## src/rtl/mul_pkg.sv

```systemverilog
// rtl/mul_pkg.sv - shared types and constants for the multiplier final stage
// Contents: rounding-mode and pipeline-state enums, the packed result record,
// and constructors for the fixed special results (qNaN, infinity, max finite).
package mul_pkg;

  localparam int FP_EXPO_W = 8;
  localparam int FP_MANT_W = 23;

  typedef enum logic [1:0] {
    RNE = 2'b00,
    RTZ = 2'b01,
    RDN = 2'b10,
    RUP = 2'b11
  } rnd_mode_e;

  // Number of results currently held by the output stage.
  typedef enum logic [1:0] {
    EMPTY = 2'd0,
    ONE   = 2'd1,
    TWO   = 2'd2
  } pipe_state_e;

  typedef struct packed {
    logic                 sign;
    logic [FP_EXPO_W-1:0] expo;
    logic [FP_MANT_W-1:0] mant;
    logic                 nv;
    logic                 of;
    logic                 uf;
    logic                 nx;
  } fp_res_t;

  function automatic fp_res_t fp_qnan();
    fp_res_t r;
    r      = '0;
    r.expo = '1;
    r.mant = {1'b1, {(FP_MANT_W-1){1'b0}}};
    return r;
  endfunction

  function automatic fp_res_t fp_inf(input logic s);
    fp_res_t r;
    r      = '0;
    r.sign = s;
    r.expo = '1;
    return r;
  endfunction

  function automatic fp_res_t fp_max_finite(input logic s);
    fp_res_t r;
    r      = '0;
    r.sign = s;
    r.expo = {{(FP_EXPO_W-1){1'b1}}, 1'b0};
    r.mant = '1;
    return r;
  endfunction

endpackage

```

## src/rtl/mul3_round.sv

```systemverilog
// rtl/mul3_round.sv - combinational normalise, round, overflow and special override
// Ports:
//   sign_1, expo_1, mant_1   product sign, signed biased exponent, raw product
//   r_shift, l_shift         subnormal-result right shift / operand-normalise left shift
//   rnd_in                   rounding mode (rnd_mode_e encoding)
//   r_nan_in, inf_nan_in,
//   r_0nan_in, status_nv_in  special-case flags from stage 2
//   res                      finished result with status flags
module mul3_round
  import mul_pkg::*;
#(
  parameter  int EXPO_W = FP_EXPO_W,
  parameter  int MANT_W = FP_MANT_W,
  localparam int ZERO_D = $clog2(MANT_W + 1)
) (
  input  logic                  sign_1,
  input  logic [EXPO_W+1:0]     expo_1,
  input  logic [2*MANT_W+1:0]   mant_1,
  input  logic [ZERO_D:0]       r_shift,
  input  logic [ZERO_D:0]       l_shift,
  input  logic [1:0]            rnd_in,
  input  logic                  r_nan_in,
  input  logic                  inf_nan_in,
  input  logic                  r_0nan_in,
  input  logic                  status_nv_in,
  output fp_res_t               res
);

  localparam int PW = 2*MANT_W + 2;
  // One extra bit over expo_1 so +1 (normalise) and +1 (round carry) never wrap.
  localparam int EW = EXPO_W + 3;
  localparam logic signed [EW-1:0] E_ONE = EW'(1);
  localparam logic signed [EW-1:0] E_MAX = EW'((2**EXPO_W) - 1);

  logic [PW-1:0]          lost_mask;
  logic [PW-1:0]          shifted;
  logic                   sticky_shift;
  logic [PW-2:0]          m;          // normalised: bit PW-2 is the hidden bit
  logic signed [EW-1:0]   e;
  logic signed [EW-1:0]   e_rnd;
  logic [MANT_W-1:0]      frac;
  logic [MANT_W:0]        sum;
  logic                   guard;
  logic                   sticky;
  logic                   inc;
  logic                   carry;
  logic                   subn;
  logic                   nx;
  logic                   ovf;
  logic                   to_inf;

  always_comb begin
    lost_mask    = ~({PW{1'b1}} << r_shift);
    shifted      = '0;
    sticky_shift = 1'b0;
    if (r_shift != '0) begin
      shifted      = mant_1 >> r_shift;
      sticky_shift = |(mant_1 & lost_mask);
    end else begin
      shifted      = mant_1 << l_shift;
    end

    e = {expo_1[EXPO_W+1], expo_1};
    if (shifted[PW-1]) begin
      m      = shifted[PW-1:1];
      sticky = sticky_shift | shifted[0];
      e      = e + E_ONE;
    end else begin
      m      = shifted[PW-2:0];
      sticky = sticky_shift;
    end

    frac   = m[2*MANT_W-1:MANT_W];
    guard  = m[MANT_W-1];
    sticky = sticky | (|m[MANT_W-2:0]);
    nx     = guard | sticky;

    case (rnd_in)
      RNE:     inc = guard & (sticky | frac[0]);
      RTZ:     inc = 1'b0;
      RDN:     inc = sign_1 & nx;
      default: inc = ~sign_1 & nx;
    endcase

    sum   = {1'b0, frac} + {{MANT_W{1'b0}}, inc};
    carry = sum[MANT_W];
    subn  = (r_shift != '0) | ~m[2*MANT_W];

    // A carry out of a subnormal fraction lands exactly on the smallest normal.
    if (subn) e_rnd = carry ? E_ONE : '0;
    else      e_rnd = carry ? (e + E_ONE) : e;

    ovf    = ~subn & (e_rnd >= E_MAX);
    to_inf = (rnd_in == RNE) | ((rnd_in == RUP) & ~sign_1) | ((rnd_in == RDN) & sign_1);

    res      = '0;
    res.sign = sign_1;
    if (r_nan_in) begin
      res = fp_qnan();
    end else if (inf_nan_in) begin
      res = fp_inf(sign_1);
    end else if (r_0nan_in) begin
      res.sign = sign_1;
    end else if (ovf) begin
      res    = to_inf ? fp_inf(sign_1) : fp_max_finite(sign_1);
      res.of = 1'b1;
      res.nx = 1'b1;
    end else begin
      res.expo = e_rnd[EXPO_W-1:0];
      res.mant = sum[MANT_W-1:0];
      res.uf   = nx & subn;
      res.nx   = nx;
    end
    res.nv = status_nv_in;
  end

endmodule

```

## src/rtl/mul_pipe3.sv

```systemverilog
// rtl/mul_pipe3.sv - multiplier final stage with valid/ready and two-entry skid
// Ports:
//   clk, rst_n               clock, asynchronous active-low reset
//   in_valid / in_ready      stage-2 handshake (in_ready is a flop)
//   sign_1 .. status_nv_in   stage-2 payload, see mul3_round
//   out_valid / out_ready    consumer handshake
//   r_sign, r_expo, r_mant   result fields, held stable while stalled
//   status_nv/of/uf/nx       invalid, overflow, underflow, inexact
module mul_pipe3
  import mul_pkg::*;
#(
  parameter  int SIGN_W = 1,
  parameter  int EXPO_W = FP_EXPO_W,
  parameter  int MANT_W = FP_MANT_W,
  localparam int ZERO_D = $clog2(MANT_W + 1)
) (
  input  logic                  clk,
  input  logic                  rst_n,
  input  logic                  in_valid,
  output logic                  in_ready,
  input  logic [SIGN_W-1:0]     sign_1,
  input  logic [EXPO_W+1:0]     expo_1,
  input  logic [2*MANT_W+1:0]   mant_1,
  input  logic [ZERO_D:0]       r_shift,
  input  logic [ZERO_D:0]       l_shift,
  input  logic [1:0]            rnd_in,
  input  logic                  r_nan_in,
  input  logic                  inf_nan_in,
  input  logic                  r_0nan_in,
  input  logic                  status_nv_in,
  output logic                  out_valid,
  input  logic                  out_ready,
  output logic [SIGN_W-1:0]     r_sign,
  output logic [EXPO_W-1:0]     r_expo,
  output logic [MANT_W-1:0]     r_mant,
  output logic                  status_nv,
  output logic                  status_of,
  output logic                  status_uf,
  output logic                  status_nx
);

  pipe_state_e state_q, state_d;
  fp_res_t     res, out_q, skid_q;
  logic        accept, drain;
  logic        load_out, load_skid, skid_to_out;

  mul3_round #(
    .EXPO_W (EXPO_W),
    .MANT_W (MANT_W)
  ) u_round (
    .sign_1       (sign_1),
    .expo_1       (expo_1),
    .mant_1       (mant_1),
    .r_shift      (r_shift),
    .l_shift      (l_shift),
    .rnd_in       (rnd_in),
    .r_nan_in     (r_nan_in),
    .inf_nan_in   (inf_nan_in),
    .r_0nan_in    (r_0nan_in),
    .status_nv_in (status_nv_in),
    .res          (res)
  );

  assign out_valid = (state_q != EMPTY);
  assign accept    = in_valid & in_ready;
  assign drain     = out_valid & out_ready;

  always_comb begin
    state_d     = state_q;
    load_out    = 1'b0;
    load_skid   = 1'b0;
    skid_to_out = 1'b0;
    unique case (state_q)
      EMPTY: if (accept) begin
        state_d  = ONE;
        load_out = 1'b1;
      end
      ONE: begin
        if (accept && drain) begin
          load_out = 1'b1;
        end else if (accept) begin
          state_d   = TWO;
          load_skid = 1'b1;
        end else if (drain) begin
          state_d = EMPTY;
        end
      end
      TWO: if (drain) begin
        state_d     = ONE;
        skid_to_out = 1'b1;
      end
      default: state_d = EMPTY;
    endcase
  end

  always_ff @(posedge clk or negedge rst_n) begin
    if (!rst_n) begin
      state_q  <= EMPTY;
      in_ready <= 1'b1;
      out_q    <= '0;
      skid_q   <= '0;
    end else begin
      state_q  <= state_d;
      in_ready <= (state_d != TWO);
      if (load_out)         out_q <= res;
      else if (skid_to_out) out_q <= skid_q;
      if (load_skid)        skid_q <= res;
    end
  end

  assign r_sign    = out_q.sign;
  assign r_expo    = out_q.expo;
  assign r_mant    = out_q.mant;
  assign status_nv = out_q.nv;
  assign status_of = out_q.of;
  assign status_uf = out_q.uf;
  assign status_nx = out_q.nx;

endmodule

```

## config.mk

```make
export PLATFORM = sky130hd
export DESIGN_NAME = mul_pipe3
export DESIGN_NICKNAME = d
export VERILOG_FILES = /design/src/rtl/mul_pkg.sv /design/src/rtl/mul3_round.sv /design/src/rtl/mul_pipe3.sv
export SDC_FILE = /design/constraint.sdc
export NUM_CORES = 1
export LEC_CHECK = 0
export CORE_MARGIN = 2
export CORE_UTILIZATION = 32
export CTS_CLUSTER_DIAMETER = 200
export DETAILED_ROUTE_END_ITERATION = 7
export PLACE_DENSITY_LB_ADDON = 0.2
export SKIP_LAST_GASP = 1
export SYNTH_ARGS = -nofsm -noshare
export SYNTH_HDL_FRONTEND = slang
export SYNTH_SLANG_ARGS = --single-unit
```

## constraint.sdc

```tcl
create_clock -name clk -period 2.5 [get_ports clk]
set_clock_uncertainty 0.05 [all_clocks]
set_input_delay 0.5 -clock clk [delete_from_list [all_inputs] [get_ports clk]]
set_output_delay 0.5 -clock clk [all_outputs]
set_load 0.02 [all_outputs]
```

Word-level counts from Yosys, hierarchy flattened. Index checks and enable logic that the tools add are counted.

Flip-flop bits (word level): 75. Logic and storage cells: 89. Output and inout bits: 38. Input bits: 81.

Mux-type cells: 31. Shifts and indexed selects: 3. $add $sub $neg: 3. Eq/ne operators: 6. Reduce and logical (&&, ||, !) cells: 8. Bitwise gates (word level): 21. $lt $le $gt $ge: 1.

Operators by type and width (number): $mux 36 (4); $and 48x48->48 (1); $mux 48 (1); $not 48->48 (1); $reduce_or 48->1 (1); $shl 48x6->48 (1); $shl 48x6->48 const A (1); $shr 48x6->48 (1); $mux 47 (1); $mux 35 (1); $mux 11 (3); $mux 31 (1); $mux 28 (1); $add 23x1->24 (1); $reduce_or 22->1 (1); $mux 2 (7); $add 10x2->11 const B (1); $add 11x2->11 const B (1); $ge 11x9->1 const B (1); $and 1x1->1 (9); $mux 1 (9); $or 1x1->1 (7); $eq 2x2->1 const B (3); $pmux 2 s3 (1); 9 further kinds (14).

Longest topological paths before layout.
Word-level depth: 21. Mapped depth: 32. Depth with buffers taken out: 24.

Modules after synthesis. From an unflattened synthesis, not the netlist that was laid out.

Cells, all modules: 1435. Area total of the unflattened synthesis: 12079.1 sq um.

By module, submodules not included: mul3_round (cells an instance 1224, seq. area each 0.0 sq um, area each 9006.1 sq um, times used 1); mul_pipe3 (cells an instance 211, seq. area each 1878.1 sq um, area each 3072.9 sq um, times used 1).

Worst setup path before layout. OpenSTA, ideal clock, no wires.

Path type: input-to-reg. Start: input r_shift[1]. End: register skid_q[28] (netlist name). Stages on the path: 27. Required time: 2.325 ns. Buffers on the path: 8. Library setup time: 0.125 ns. Arrival time: 6.046 ns. Slack: -3.721 ns. Path through: buf_2 -> buf_4 -> buf_2 -> buf_4 -> buf_2 -> buf_1 -> buf_2 -> buf_1 -> mux4_2 -> nand2_1 -> o21ai_0 -> a2bb2oi_1 -> o32ai_1 -> nand4_1 -> a221oi_1 -> nor2b_1 -> o41ai_1 -> ha_1 -> a21boi_0 -> nand4_1 -> or3_4 -> nor4_4 -> mux2i_1 -> o21ai_4 -> a41oi_4 -> o31ai_1 -> mux2_2.

Cells in the longest elaborated chain, start to end: 20. Elaborated cells between the ends (all ways): 34. Those cells by class: 2 x add/sub; 1 x order compare; 2 x shift; 13 x mux; 13 x bitwise; 3 x reduce/logical.

RTL lines: from (decl) (RTL line mul_pipe3.sv:24) `input logic [ZERO_D:0] r_shift,`; $shl 48x6->48 (RTL line mul3_round.sv:53) `lost_mask = ~({PW{1'b1}} << r_shift);`; $not 48->48 (RTL line mul3_round.sv:53); $and 48x48->48 (RTL line mul3_round.sv:58) `sticky_shift = |(mant_1 & lost_mask);`; $reduce_or 48->1 (RTL line mul3_round.sv:58); $mux 1 (RTL line mul3_round.sv:56) `if (r_shift != '0) begin`; $or 1x1->1 (RTL line mul3_round.sv:66) `sticky = sticky_shift | shifted[0];`; $mux 1 (RTL line mul3_round.sv:64) `if (shifted[PW-1]) begin`; $or 1x1->1 (RTL line mul3_round.sv:75) `sticky = sticky | (|m[MANT_W-2:0]);`; [4 not listed]; $mux 11 or $mux 1 (tied branches) (RTL line mul3_round.sv:91, mul3_round.sv:90); $mux 11 (RTL line mul3_round.sv:90) `if (subn) e_rnd = carry ? E_ONE : '0;`; $ge 11x9->1 (RTL line mul3_round.sv:93) `ovf = ~subn & (e_rnd >= E_MAX);`; $and 1x1->1 (RTL line mul3_round.sv:93); $mux 31 (*) (RTL line mul3_round.sv:104) `end else if (ovf) begin`; $mux 35 (*) (RTL line mul3_round.sv:102) `end else if (r_0nan_in) begin`; $mux 36 (*) (RTL line mul3_round.sv:100) `end else if (inf_nan_in) begin`; $mux 36 (*) (RTL line mul3_round.sv:98) `if (r_nan_in) begin`; to (signal assigned) (RTL line mul_pipe3.sv:107) `if (load_skid) skid_q <= res;`; to (decl) (RTL line mul_pipe3.sv:43) `fp_res_t res, out_q, skid_q;`.

Every way passes the cells marked *; elsewhere a longest branch is shown, timed or not. A chain may end at the register's enable or synchronous reset.

Worst setup path in the final report.
Start: input r_shift[1]. End: register out_q, in the netlist r_mant[2].

Cells in the longest elaborated chain, start to end: 21. Elaborated cells between the ends (all ways): 35. Those cells by class: 2 x add/sub; 1 x order compare; 2 x shift; 14 x mux; 13 x bitwise; 3 x reduce/logical.

RTL lines: $shl 48x6->48 (RTL line mul3_round.sv:53); $not 48->48 (RTL line mul3_round.sv:53); $and 48x48->48 (RTL line mul3_round.sv:58); $reduce_or 48->1 (RTL line mul3_round.sv:58); $mux 1 (RTL line mul3_round.sv:56); $or 1x1->1 (RTL line mul3_round.sv:66); $mux 1 (RTL line mul3_round.sv:64); $or 1x1->1 (RTL line mul3_round.sv:75); [5 not listed]; $mux 11 (RTL line mul3_round.sv:90); $ge 11x9->1 (RTL line mul3_round.sv:93); $and 1x1->1 (RTL line mul3_round.sv:93); $mux 31 (*) (RTL line mul3_round.sv:104); $mux 35 (*) (RTL line mul3_round.sv:102); $mux 36 (*) (RTL line mul3_round.sv:100); $mux 36 (*) (RTL line mul3_round.sv:98); $mux 36 (*) (RTL line mul_pipe3.sv:105) `if (load_out) out_q <= res;`; to (signal assigned) (RTL line mul_pipe3.sv:105); to (signal assigned) (RTL line mul_pipe3.sv:106) `else if (skid_to_out) out_q <= skid_q;`; to (decl) (RTL line mul_pipe3.sv:43).

Marked as above.

==> metrics.txt <==
fmax 189 MHz; grt total ovfl 0; register clock-pin slew on the reported worst setup and hold paths 0.06 ns; CTS root buf clkbuf_16; mapped cell area 12,600 um^2; CTS Buffer Depth 2; mux cell area share after synthesis 29.0%; post-synthesis instance total 1,513; kind of critical path input pin to flip-flop; status complete, but fails checks; number of synthesized flops with an enable pin 0; vias per inst 5.80; final setup TNS -181.01 ns; core area 38,800 um^2; Max-cap violations 0; Reg area 1880 um^2; min Tclk post-route 5.28 ns; global-route wire length before repair 90.6 mm; Sink Count 75; # fillers 3,628; #FFs+latches synth 75; post-layout util 51.0%; die span in y 203 um; Post-synth top cells 189 x nand2_1, 117 x nor2_1, 108 x mux4_2, 90 x clkbuf_1, 86 x mux2i_1; Post-Synth Adder-Cell Area 0.733%; grt peak-use layer met2; syn nets 1,599; leakage power 8.44 nW; Avg Inst Size Synth 8.35 um^2; GP Congestion 1.01; initial antenna violation count 1; Starting Density 32.5%; placed wire-length estimate 46.7 mm; port bufs 118; Post-Layout Cell Count 2,628; post-synth cell types 103; final WL 59.5 mm; Area Overhead vs Synth 56.7%; period utilisation layout 211%; Clock H-tree levels 3; Setup WS post-layout -2.78 ns; # IOs 119; Syn. warnings 0; Placed Instances 2,552; RSZ-0062 raised after global routing yes; Total GRT Usage 28.4%; Final ANT Viol Nets 0; Async SR Flop Fraction 100%; share of cells above drive strength 1 45.3%; CTS Buf Count 9; router iterations before antenna repair 6; WP data arrival 5.48 ns; HP Class input pin to async pin; Yosys top cell by area mux4_2; simple logic cell fraction of the synthesized area 23.3%; post-place instance area 18,200 um^2; chip width 203 um; cts hold-fix bufs 0; Die ar. 41,100 um^2; wire per inst 22.6 um; hold_ws 0.128 ns; GR Layer Usage met2 45.7%; Initial DRC Count 1,646; most common cell in the synthesized netlist nand2_1; final setup violation count 68; Data required, critical path 2.69 ns; XOR/XNOR Fraction of Synth Area 2.84%; CP endpoint kind flip-flop; CTS tree done; Yosys top cell area share 19.3%; most used flip-flop cell after synthesis dfrtp_1; grt met3 use 4.30%; vias in the first global route 15,009; diode count 0; vias 15,240; final instance area 19,800 um^2; Worst-Margin Slew 0.902 ns; sequential share of the synthesized area 14.9%; final-stage net count 2,191; multi-input logic area 10,600 um^2; Slew HR 39.3%; DRC viols 0; largest family of logic cells by synthesized area multiplexers; synth top area cells mux4_2 19%, dfrtp_1 15%, mux2i_1 6.8%; largest net degree at the start of global routing 76; failing checks setup timing; type of origin of the critical path input pin; max-slew violation count 0; worst-skew pair later-pin latency 0.33 ns; P per Cell Area 372 nW/um^2; Worst IR Drop VDD 0.335 mV; GR Util met1 40.2%; row count 72; final hold viol count 0; crit path max fanout 11; compound-gate portion of the synthesized area 22.3%
cell usage in the layout, fill, tap and decap left out, types with 18 or more instances in the layout:
cell	instances
dfrtp_1	74
nor2b_1	18
o22ai_1	20
nand4_1	18
nand2_1	185
nor2_1	110
mux4_2	108
dlygate4sd2_1	19
buf_6	30
inv_1	24
buf_12	26
a21oi_1	73
clkdlybuf4s50_1	62
o211ai_1	41
nand3_1	46
mux2_2	27
xor2_1	20
o21ai_1	29
o21ai_0	45
buf_4	558
nor3_1	37
mux2i_1	75
xnor2_1	21
and3_1	31
sequential cells by signal, indices dropped and copies added, names as in the netlist:
register,cells
in_ready,1
r_expo,8
r_mant,23
r_sign,1
skid_q,36
state_q,2
status_nv,1
status_nx,1
status_of,1
status_uf,1
power by group:
part | total, mW | switching [mW] | leakage (nW) | internal, mW
combinational | 4.19 | 2.12 | 7.29 | 2.07
clock | 1.51 | 0.530 | 0.167 | 0.980
sequential | 1.66 | 0.168 | 0.987 | 1.49
logic make-up after synthesis:
logic type                 Yosys count
AOI/OAI and AO/OA                  397
and+or+nand+nor                    579
xor gates and xnor gates            41
adders and majority gates            8
buffers and inverters              186
DFF                                 75
muxes                              227
layer usage:
metal | up-vias | share of wire (%)
met5 | - | 0
met4 | 0 | 1.9
met1 | 7530 | 44
met2 | 625 | 47
li1 | 7013 | -
met3 | 72 | 7.3
final cells by class:
type	count	share of cell area, %
multi-input cells	1252	53.4
clock buffers	10	1.16
repair buffers	736	31.5
clock inverters	6	0.569
inverters	31	0.619
flip-flops and latches	75	9.49
well taps	518	3.27
through the flow:
stage | setup slack [ns] | power (mW)
3_3_place_gp | -3.96 | 5.51
3_5_place_dp | -3.88 | 5.54
5_1_grt | -2.97 | 7.74
4_1_cts | -2.69 | 7.26
2_1_floorplan | -2.79 | 3.65
6_report | -2.78 | 7.36
what timing repair did:
action,in CTS,in global routing
resized for setup,226,71
buffers inserted,43,17
hold endpoints to repair,0,0
pin swaps,50,45
setup endpoints to repair,68,68
cloned,4,0
worst max-delay path: stages:
cell	delay, ns
buf_12	0.13
buf_4	0.14
mux2i_2	0.15
nand2_1	0.09
o21ai_1	0.08
mux4_2	0.52
a31oi_4	0.21
nor4_4	0.07
a31oi_2	0.22
nor4b_4	0.08
nand4_1	0.22
buf_4	0.17
a221oi_4	0.06
nor2b_4	0.14
o41ai_2	0.31
ha_2	0.25
a21boi_4	0.18
nand4_1	0.14
or3_4	0.38
buf_4	0.16
nor3_4	0.21
a21oi_2	0.09
buf_4	0.16
nor4_4	0.19
buf_4	0.18
nand3_4	0.14
buf_12	0.19
o211ai_1	0.09
final timing paths:
check / cells after the start / slack (ns) / from / to
max in group asynchronous: 2 / 1.94 / rst_n / in_ready$_DFF_PN1_
min in group clk: 2 / 0.43 / skid_q[3]$_DFFE_PN0P_ / skid_q[3]$_DFFE_PN0P_
worst max register to register: 7 / 0.48 / in_ready$_DFF_PN1_ / r_mant[2]$_DFFE_PN0P_
worst max-delay path: 28 / -2.78 / r_shift[1] / r_mant[2]$_DFFE_PN0P_
worst min-delay path: 2 / 0.13 / rst_n / skid_q[3]$_DFFE_PN0P_
worst min register to register: 2 / 0.43 / skid_q[3]$_DFFE_PN0P_ / skid_q[3]$_DFFE_PN0P_
Note: power is estimated with default switching activity, not from simulation.
